--- config.mk ---
export PLATFORM = sky130hd
export DESIGN_NAME = pc_seq_ctrl_flat
export DESIGN_NICKNAME = d
export VERILOG_FILES = /design/src/rtl/pc_seq_ctrl_if.sv /design/src/rtl/pc_seq_ctrl.sv /design/src/flat_wrapper.sv
export SDC_FILE = /design/constraint.sdc
export NUM_CORES = 1
export LEC_CHECK = 0
export BUFFER_PORTS_ARGS = -buffer_cell sky130_fd_sc_hd__buf_4
export CAP_MARGIN = 5
export CORE_MARGIN = 1
export CORE_UTILIZATION = 50
export CTS_CLUSTER_SIZE = 8
export DETAILED_ROUTE_END_ITERATION = 8
export GPL_ROUTABILITY_DRIVEN = 0
export PLACE_DENSITY = 0.8
export SYNTH_ARGS = -nofsm -noshare
export SYNTH_HDL_FRONTEND = slang
export SYNTH_SLANG_ARGS = --single-unit
--- constraint.sdc ---
create_clock -name CLK -period 3.5 [get_ports CLK]
set_input_delay 0.875 -clock CLK [delete_from_list [all_inputs] [get_ports CLK]]
set_output_delay 0.875 -clock CLK [all_outputs]
set_load 0.05 [all_outputs]
--- src/rtl/pc_seq_ctrl_if.sv ---
// ID-stage control-transfer bundle between decode and the PC sequencer.
// slave = sequencer side, master = decode/driver side.
interface pc_seq_ctrl_if;
    logic        STALL_ID;
    logic        VALID_ID;
    logic        BRANCH_ID;
    logic        CALL_ID;
    logic        JMPL_ID;
    logic        COND_ID;
    logic        BA_ID;
    logic        ANNUL_ID;
    logic [31:0] TAG_IN;
    logic [31:0] JMPL_TARGET;
    logic        BI_ID;
    logic        FLUSH_IF;
    logic        REDIRECT;
    logic [31:0] PC;
    logic [31:0] NPC;
    logic [1:0]  STATE;
    logic        DCTI_ERR;
    logic        MISALIGN;

    modport slave (
        input  STALL_ID, VALID_ID, BRANCH_ID, CALL_ID, JMPL_ID,
               COND_ID, BA_ID, ANNUL_ID, TAG_IN, JMPL_TARGET,
        output BI_ID, FLUSH_IF, REDIRECT, PC, NPC, STATE, DCTI_ERR, MISALIGN
    );

    modport master (
        output STALL_ID, VALID_ID, BRANCH_ID, CALL_ID, JMPL_ID,
               COND_ID, BA_ID, ANNUL_ID, TAG_IN, JMPL_TARGET,
        input  BI_ID, FLUSH_IF, REDIRECT, PC, NPC, STATE, DCTI_ERR, MISALIGN
    );
endinterface

--- src/rtl/pc_seq_ctrl.sv ---
// PC/nPC sequencer with delayed-branch control: redirects fetch on taken
// Bicc/CALL/JMPL, annuls delay slots, suppresses CTIs sitting in a slot.
module pc_seq_ctrl #(
    parameter logic [31:0] RESET_PC  = 32'h0000_0000,
    parameter logic [31:0] RESET_NPC = 32'h0000_0004
) (
    input  logic         CLK,
    input  logic         RST_N,
    pc_seq_ctrl_if.slave bus
);
    localparam logic [1:0] ST_SEQ   = 2'd0;
    localparam logic [1:0] ST_DELAY = 2'd1;
    localparam logic [1:0] ST_ANNUL = 2'd2;

    logic [31:0] r_pc;
    logic [31:0] r_npc;
    logic [1:0]  r_state;
    logic [1:0]  w_state_nxt;

    logic        w_en;
    logic        w_bi;
    logic        w_call;
    logic        w_jmpl;
    logic        w_taken;
    logic        w_flush;
    logic        w_cti;
    logic [31:0] w_target;

    // RST_N gates every pulse so nothing leaks out while reset is held.
    assign w_en    = RST_N & bus.VALID_ID & (r_state == ST_SEQ) & ~bus.STALL_ID;
    assign w_bi    = w_en & bus.BRANCH_ID & bus.COND_ID;
    assign w_call  = w_en & bus.CALL_ID;
    assign w_jmpl  = w_en & bus.JMPL_ID;
    assign w_taken = w_bi | w_call | w_jmpl;
    assign w_flush = w_en & bus.BRANCH_ID & bus.ANNUL_ID & (~bus.COND_ID | bus.BA_ID);
    assign w_cti   = w_en & (bus.BRANCH_ID | bus.CALL_ID | bus.JMPL_ID);

    // JMPL targets are word-aligned by force; misalignment is only flagged.
    assign w_target = (w_bi | w_call) ? bus.TAG_IN : {bus.JMPL_TARGET[31:2], 2'b00};

    always_comb begin
        w_state_nxt = ST_SEQ;
        if (r_state == ST_SEQ) begin
            if (w_flush)
                w_state_nxt = ST_ANNUL;
            else if (w_cti)
                w_state_nxt = ST_DELAY;
        end
    end

    always_ff @(posedge CLK or negedge RST_N) begin
        if (!RST_N) begin
            r_pc    <= RESET_PC;
            r_npc   <= RESET_NPC;
            r_state <= ST_SEQ;
        end else if (!bus.STALL_ID) begin
            r_state <= w_state_nxt;
            if (w_taken) begin
                r_pc  <= w_target;
                r_npc <= w_target + 32'd4;
            end else begin
                r_pc  <= r_npc;
                r_npc <= r_npc + 32'd4;
            end
        end
    end

    assign bus.BI_ID    = w_bi;
    assign bus.FLUSH_IF = w_flush;
    assign bus.REDIRECT = w_taken;
    assign bus.PC       = r_pc;
    assign bus.NPC      = r_npc;
    assign bus.STATE    = r_state;
    assign bus.MISALIGN = w_jmpl & (bus.JMPL_TARGET[1:0] != 2'b00);
    assign bus.DCTI_ERR = RST_N & (r_state == ST_DELAY) & bus.VALID_ID & ~bus.STALL_ID
                        & (bus.BRANCH_ID | bus.CALL_ID | bus.JMPL_ID);
endmodule

--- src/flat_wrapper.sv ---
// flat-port wrapper written by rule: the top's interface ports become plain ports
module pc_seq_ctrl_flat 
#(
    parameter logic [31:0] RESET_PC  = 32'h0000_0000,
    parameter logic [31:0] RESET_NPC = 32'h0000_0004
)
  (CLK, RST_N, bus_STALL_ID, bus_VALID_ID, bus_BRANCH_ID, bus_CALL_ID, bus_JMPL_ID, bus_COND_ID, bus_BA_ID, bus_ANNUL_ID, bus_TAG_IN, bus_JMPL_TARGET, bus_BI_ID, bus_FLUSH_IF, bus_REDIRECT, bus_PC, bus_NPC, bus_STATE, bus_DCTI_ERR, bus_MISALIGN);
  pc_seq_ctrl_if bus_i ();
  input  logic CLK;
  input  logic RST_N;
  input wire logic [$bits(bus_i.STALL_ID)-1:0] bus_STALL_ID;
  input wire logic [$bits(bus_i.VALID_ID)-1:0] bus_VALID_ID;
  input wire logic [$bits(bus_i.BRANCH_ID)-1:0] bus_BRANCH_ID;
  input wire logic [$bits(bus_i.CALL_ID)-1:0] bus_CALL_ID;
  input wire logic [$bits(bus_i.JMPL_ID)-1:0] bus_JMPL_ID;
  input wire logic [$bits(bus_i.COND_ID)-1:0] bus_COND_ID;
  input wire logic [$bits(bus_i.BA_ID)-1:0] bus_BA_ID;
  input wire logic [$bits(bus_i.ANNUL_ID)-1:0] bus_ANNUL_ID;
  input wire logic [$bits(bus_i.TAG_IN)-1:0] bus_TAG_IN;
  input wire logic [$bits(bus_i.JMPL_TARGET)-1:0] bus_JMPL_TARGET;
  output wire logic [$bits(bus_i.BI_ID)-1:0] bus_BI_ID;
  output wire logic [$bits(bus_i.FLUSH_IF)-1:0] bus_FLUSH_IF;
  output wire logic [$bits(bus_i.REDIRECT)-1:0] bus_REDIRECT;
  output wire logic [$bits(bus_i.PC)-1:0] bus_PC;
  output wire logic [$bits(bus_i.NPC)-1:0] bus_NPC;
  output wire logic [$bits(bus_i.STATE)-1:0] bus_STATE;
  output wire logic [$bits(bus_i.DCTI_ERR)-1:0] bus_DCTI_ERR;
  output wire logic [$bits(bus_i.MISALIGN)-1:0] bus_MISALIGN;
  assign bus_i.STALL_ID = bus_STALL_ID;
  assign bus_i.VALID_ID = bus_VALID_ID;
  assign bus_i.BRANCH_ID = bus_BRANCH_ID;
  assign bus_i.CALL_ID = bus_CALL_ID;
  assign bus_i.JMPL_ID = bus_JMPL_ID;
  assign bus_i.COND_ID = bus_COND_ID;
  assign bus_i.BA_ID = bus_BA_ID;
  assign bus_i.ANNUL_ID = bus_ANNUL_ID;
  assign bus_i.TAG_IN = bus_TAG_IN;
  assign bus_i.JMPL_TARGET = bus_JMPL_TARGET;
  assign bus_BI_ID = bus_i.BI_ID;
  assign bus_FLUSH_IF = bus_i.FLUSH_IF;
  assign bus_REDIRECT = bus_i.REDIRECT;
  assign bus_PC = bus_i.PC;
  assign bus_NPC = bus_i.NPC;
  assign bus_STATE = bus_i.STATE;
  assign bus_DCTI_ERR = bus_i.DCTI_ERR;
  assign bus_MISALIGN = bus_i.MISALIGN;
  pc_seq_ctrl #(.RESET_PC(RESET_PC), .RESET_NPC(RESET_NPC)) u_core (.CLK(CLK), .RST_N(RST_N), .bus(bus_i));
endmodule
==> results.yml <==
global_route:
  met1_usage_pct: 43.5
  grt_max_degree: 79
  grt.busiest_layer: "met2"
  antenna_found_initial: 0
  grt_pass1_wl_um: 21300
  use_met3_pct: 4.73
  grt_use_met2_pct: 53.0
  globalRouteTotalUtil_pct: 32.7
  overflow: 0
  first_global_vias: 4251
logic_synthesis:
  synth_top_family_by_area: "compound AO/OA/AOI/OAI gates"
  synth_area_um2: 4030
  async_reset_ff_share_pct: 100
  yosys.area_share.xor_xnor_pct: 3.47
  synth_edf_count: 0
  synth_seq_cells: 66
  synth_fa_ha_area_share_pct: 0.310
  synth_cell_types: 67
  synth_compound_area_share_pct: 25.6
  synth.mux.area_fraction_pct: 5.77
  yosys_warnings: 0
  ys_seq_area_share_pct: 41.0
  synth-simple-area-share_pct: 19.3
  syn_inst: 434
  synth_flop_cell: "dfrtp_1"
  syn_avg_cell_area_um2: 9.29
  syn-num-nets: 509
final_layout:
  n_fill_cell: 619
  drive_gt1_share_pct: 38.8
  num_antenna_cells: 0
  final_cells: 702
  nNetsFinal: 672
  syn_to_final_growth_pct: 38.1
die:
  core_um2: 7770
  num_rows: 32
  pin_count: 145
  die_w_um: 91.8
  floorplan.initialDensity_pct: 51.9
  chipHeight_um: 91.8
  dieArea_um2: 8430
drt:
  wl_per_cell_um: 19.4
  wl_um: 13600
  post-route-drc-count: 0
  vias: 4419
  first_iter_violations: 487
  vias_per_cell: 6.29
  ant_nets: 0
  drtPass1Iterations: 5
clock_network:
  htreeDepth: 3
  clkSlewWorstSetupHoldPaths_ps: 70
  ctsRootBufferMaster: "clkbuf_8"
  clk-insertion-delay-late_ps: 340
  cts_hold_buf: 0
  cts_setup_buffers: 0
  cts_resized: 0
  cts_buffers: 9
  cts_buffer_depth: 2
  cts.sinks: 66
  cts_tree: "yes"
pwr:
  seq_power_share_pct: 31.9
  peakVddDrop_uv: 501
  power.switching_uw: 1640
  p_comb_share_pct: 49.8
  clkPwrFrac_pct: 18.3
  static-leakage-power_uw: 0.00253
  power_density_nw_per_um2: 638
  total_power_uw: 3550
  p_sw_share_pct: 46.1
  internal_power_uw: 1920
placement:
  numPortBuffers: 144
  place_hpwl_um: 9920
  dp.cells: 688
critical_path:
  crit_path_max_fanout: 17
  critical_path_class: "input port to output port"
  rr_startpoint: "u_core.bus.STATE[1]$_DFFE_PN0N_"
  r2r_setup_slack_ps: 780
  setup.worst_path.start_class: "input port"
  end_kind: "output port"
  cp.arrival_ps: 2240
  r2r_end: "u_core.bus.NPC[19]$_DFFE_PN0N_"
  ff2ff_path_depth: 7
  critPathRequiredTime_ps: 2620
timing:
  finalMaxSlewViolations: 0
  hold-worst-slack_ps: 493
  setup_tns_ps: 0
  tightest_slew_ps: 850
  max_slew_margin_pct: 43.3
  finalSetupViolCount: 0
  rsz0062_at_grt: "no"
  clock-skew-final_ps: 4.02
  fin_crit_ps: 3110
  finalCritPeriodShare_pct: 89.0
  max_freq_mhz: 321
  hold_viol: 0
min_path:
  hold-path-endpoint: "u_core.bus.PC[27]$_DFFE_PN0N_"
  min_path_cells: 2
  min_path_type: "flip-flop to flip-flop"
  worstHoldStart: "u_core.bus.PC[27]$_DFFE_PN0N_"
outcome:
  status: "complete, no violations"
job:
  drv_cap: 0
power by group through the flow:
stage                     Clock (uW)  Sequential [uW]  Combinational (uW)
after floorplan                    0             1780                 480
after global placement             0             1130                1730
after detailed placement           0             1140                1760
after CTS                        648             1130                1760
after global routing             681             1160                1860
final                            651             1130                1770
area by class of cell:
class	count	area [um2]	area share (%)
multi-input cells	330	2200	39.5
flip-flops and latches	66	1650	29.7
repair buffers	182	1370	24.5
clock buffers	11	151	2.72
well taps	102	128	2.29
clock inverters	3	40.0	0.719
inverters	8	30.0	0.539
per-stage QoR:
step / setup slack (ps) / area [um2] / utilization [%]
2_1_floorplan: 43.0 / 4050 / -
3_3_place_gp: 206 / 5380 / 69.2
3_5_place_dp: 164 / 5380 / 69.2
4_1_cts: 387 / 5570 / 71.7
5_1_grt: 283 / 5570 / 71.7
6_report: 386 / 5570 / 71.7
cell families (layout without fill, tap and decap cells):
group	Yosys count	after routing
compound gates	143	143
xor+xnor	16	16
fa+ha+maj	1	1
buf+inv	38	204
flops	66	66
mux	21	21
simple gates	149	149
layout by cell type, fill, tap and decap left out, types with 4 or more instances in the layout:
cell and count:
clkbuf_8 11, xnor2_1 9, and3_1 4, nand2b_1 4, buf_4 182, mux2_2 18, nand4_1 8, nand2_1 62
nor2_1 21, nor3_1 10, o21a_1 4, inv_1 6, a31oi_1 4, nor4_1 6, a32o_1 17, a21oi_1 7
a21o_1 4, xor2_1 7, nand3_1 11, a22oi_1 25, o21ai_0 48, dfrtp_1 65, a32oi_1 7
worst max-delay path, cell delays in order:
cell       delay [ps]
buf_4             130
nand4bb_4         230
nand2b_1          290
buf_4             260
nor2_1            220
buf_4             240
routing by layer:
| metal | vias up | routed length [um] | share of wire (%) |
|---|---|---|---|
| li1 | 1962 | - | - |
| met1 | 2106 | 5300 | 39 |
| met2 | 295 | 6370 | 47 |
| met3 | 56 | 1370 | 10 |
| met4 | 0 | 549 | 4.0 |
| met5 | - | 0 | 0 |
Yosys cell counts (6+ instances only):
cell / count / area share, %
a21oi_1: 7 / 0.87
a22oi_1: 25 / 4.7
a32o_1: 17 / 4.2
a32oi_1: 7 / 1.5
buf_2: 11 / 1.4
clkbuf_1: 14 / 1.3
dfrtp_1: 65 / 40
inv_1: 6 / 0.56
mux2_2: 18 / 5.0
nand2_1: 62 / 5.8
nand3_1: 11 / 1.4
nand4_1: 8 / 1.2
nor2_1: 21 / 2.0
nor3_1: 10 / 1.2
nor4_1: 6 / 0.93
o21ai_0: 49 / 6.1
xnor2_1: 9 / 2.0
xor2_1: 7 / 1.5
registers in the layout, indices dropped and copies added (netlist names):
register	flops
u_core.bus.NPC	32
u_core.bus.PC	32
u_core.bus.STATE	2
how the worst max path moves through the flow:
stage,startpoint,end,slack [ps]
after global routing,bus_STALL_ID,bus_FLUSH_IF,280
after detailed placement,bus_JMPL_ID,u_core.bus.NPC[29]$_DFFE_PN0N_,160
after floorplan,bus_COND_ID,u_core.bus.NPC[30]$_DFFE_PN0N_,40
after global placement,bus_JMPL_ID,u_core.bus.NPC[29]$_DFFE_PN0N_,210
after CTS,bus_STALL_ID,bus_FLUSH_IF,390
final,bus_STALL_ID,bus_FLUSH_IF,390
(Power assumes the default switching activity.)
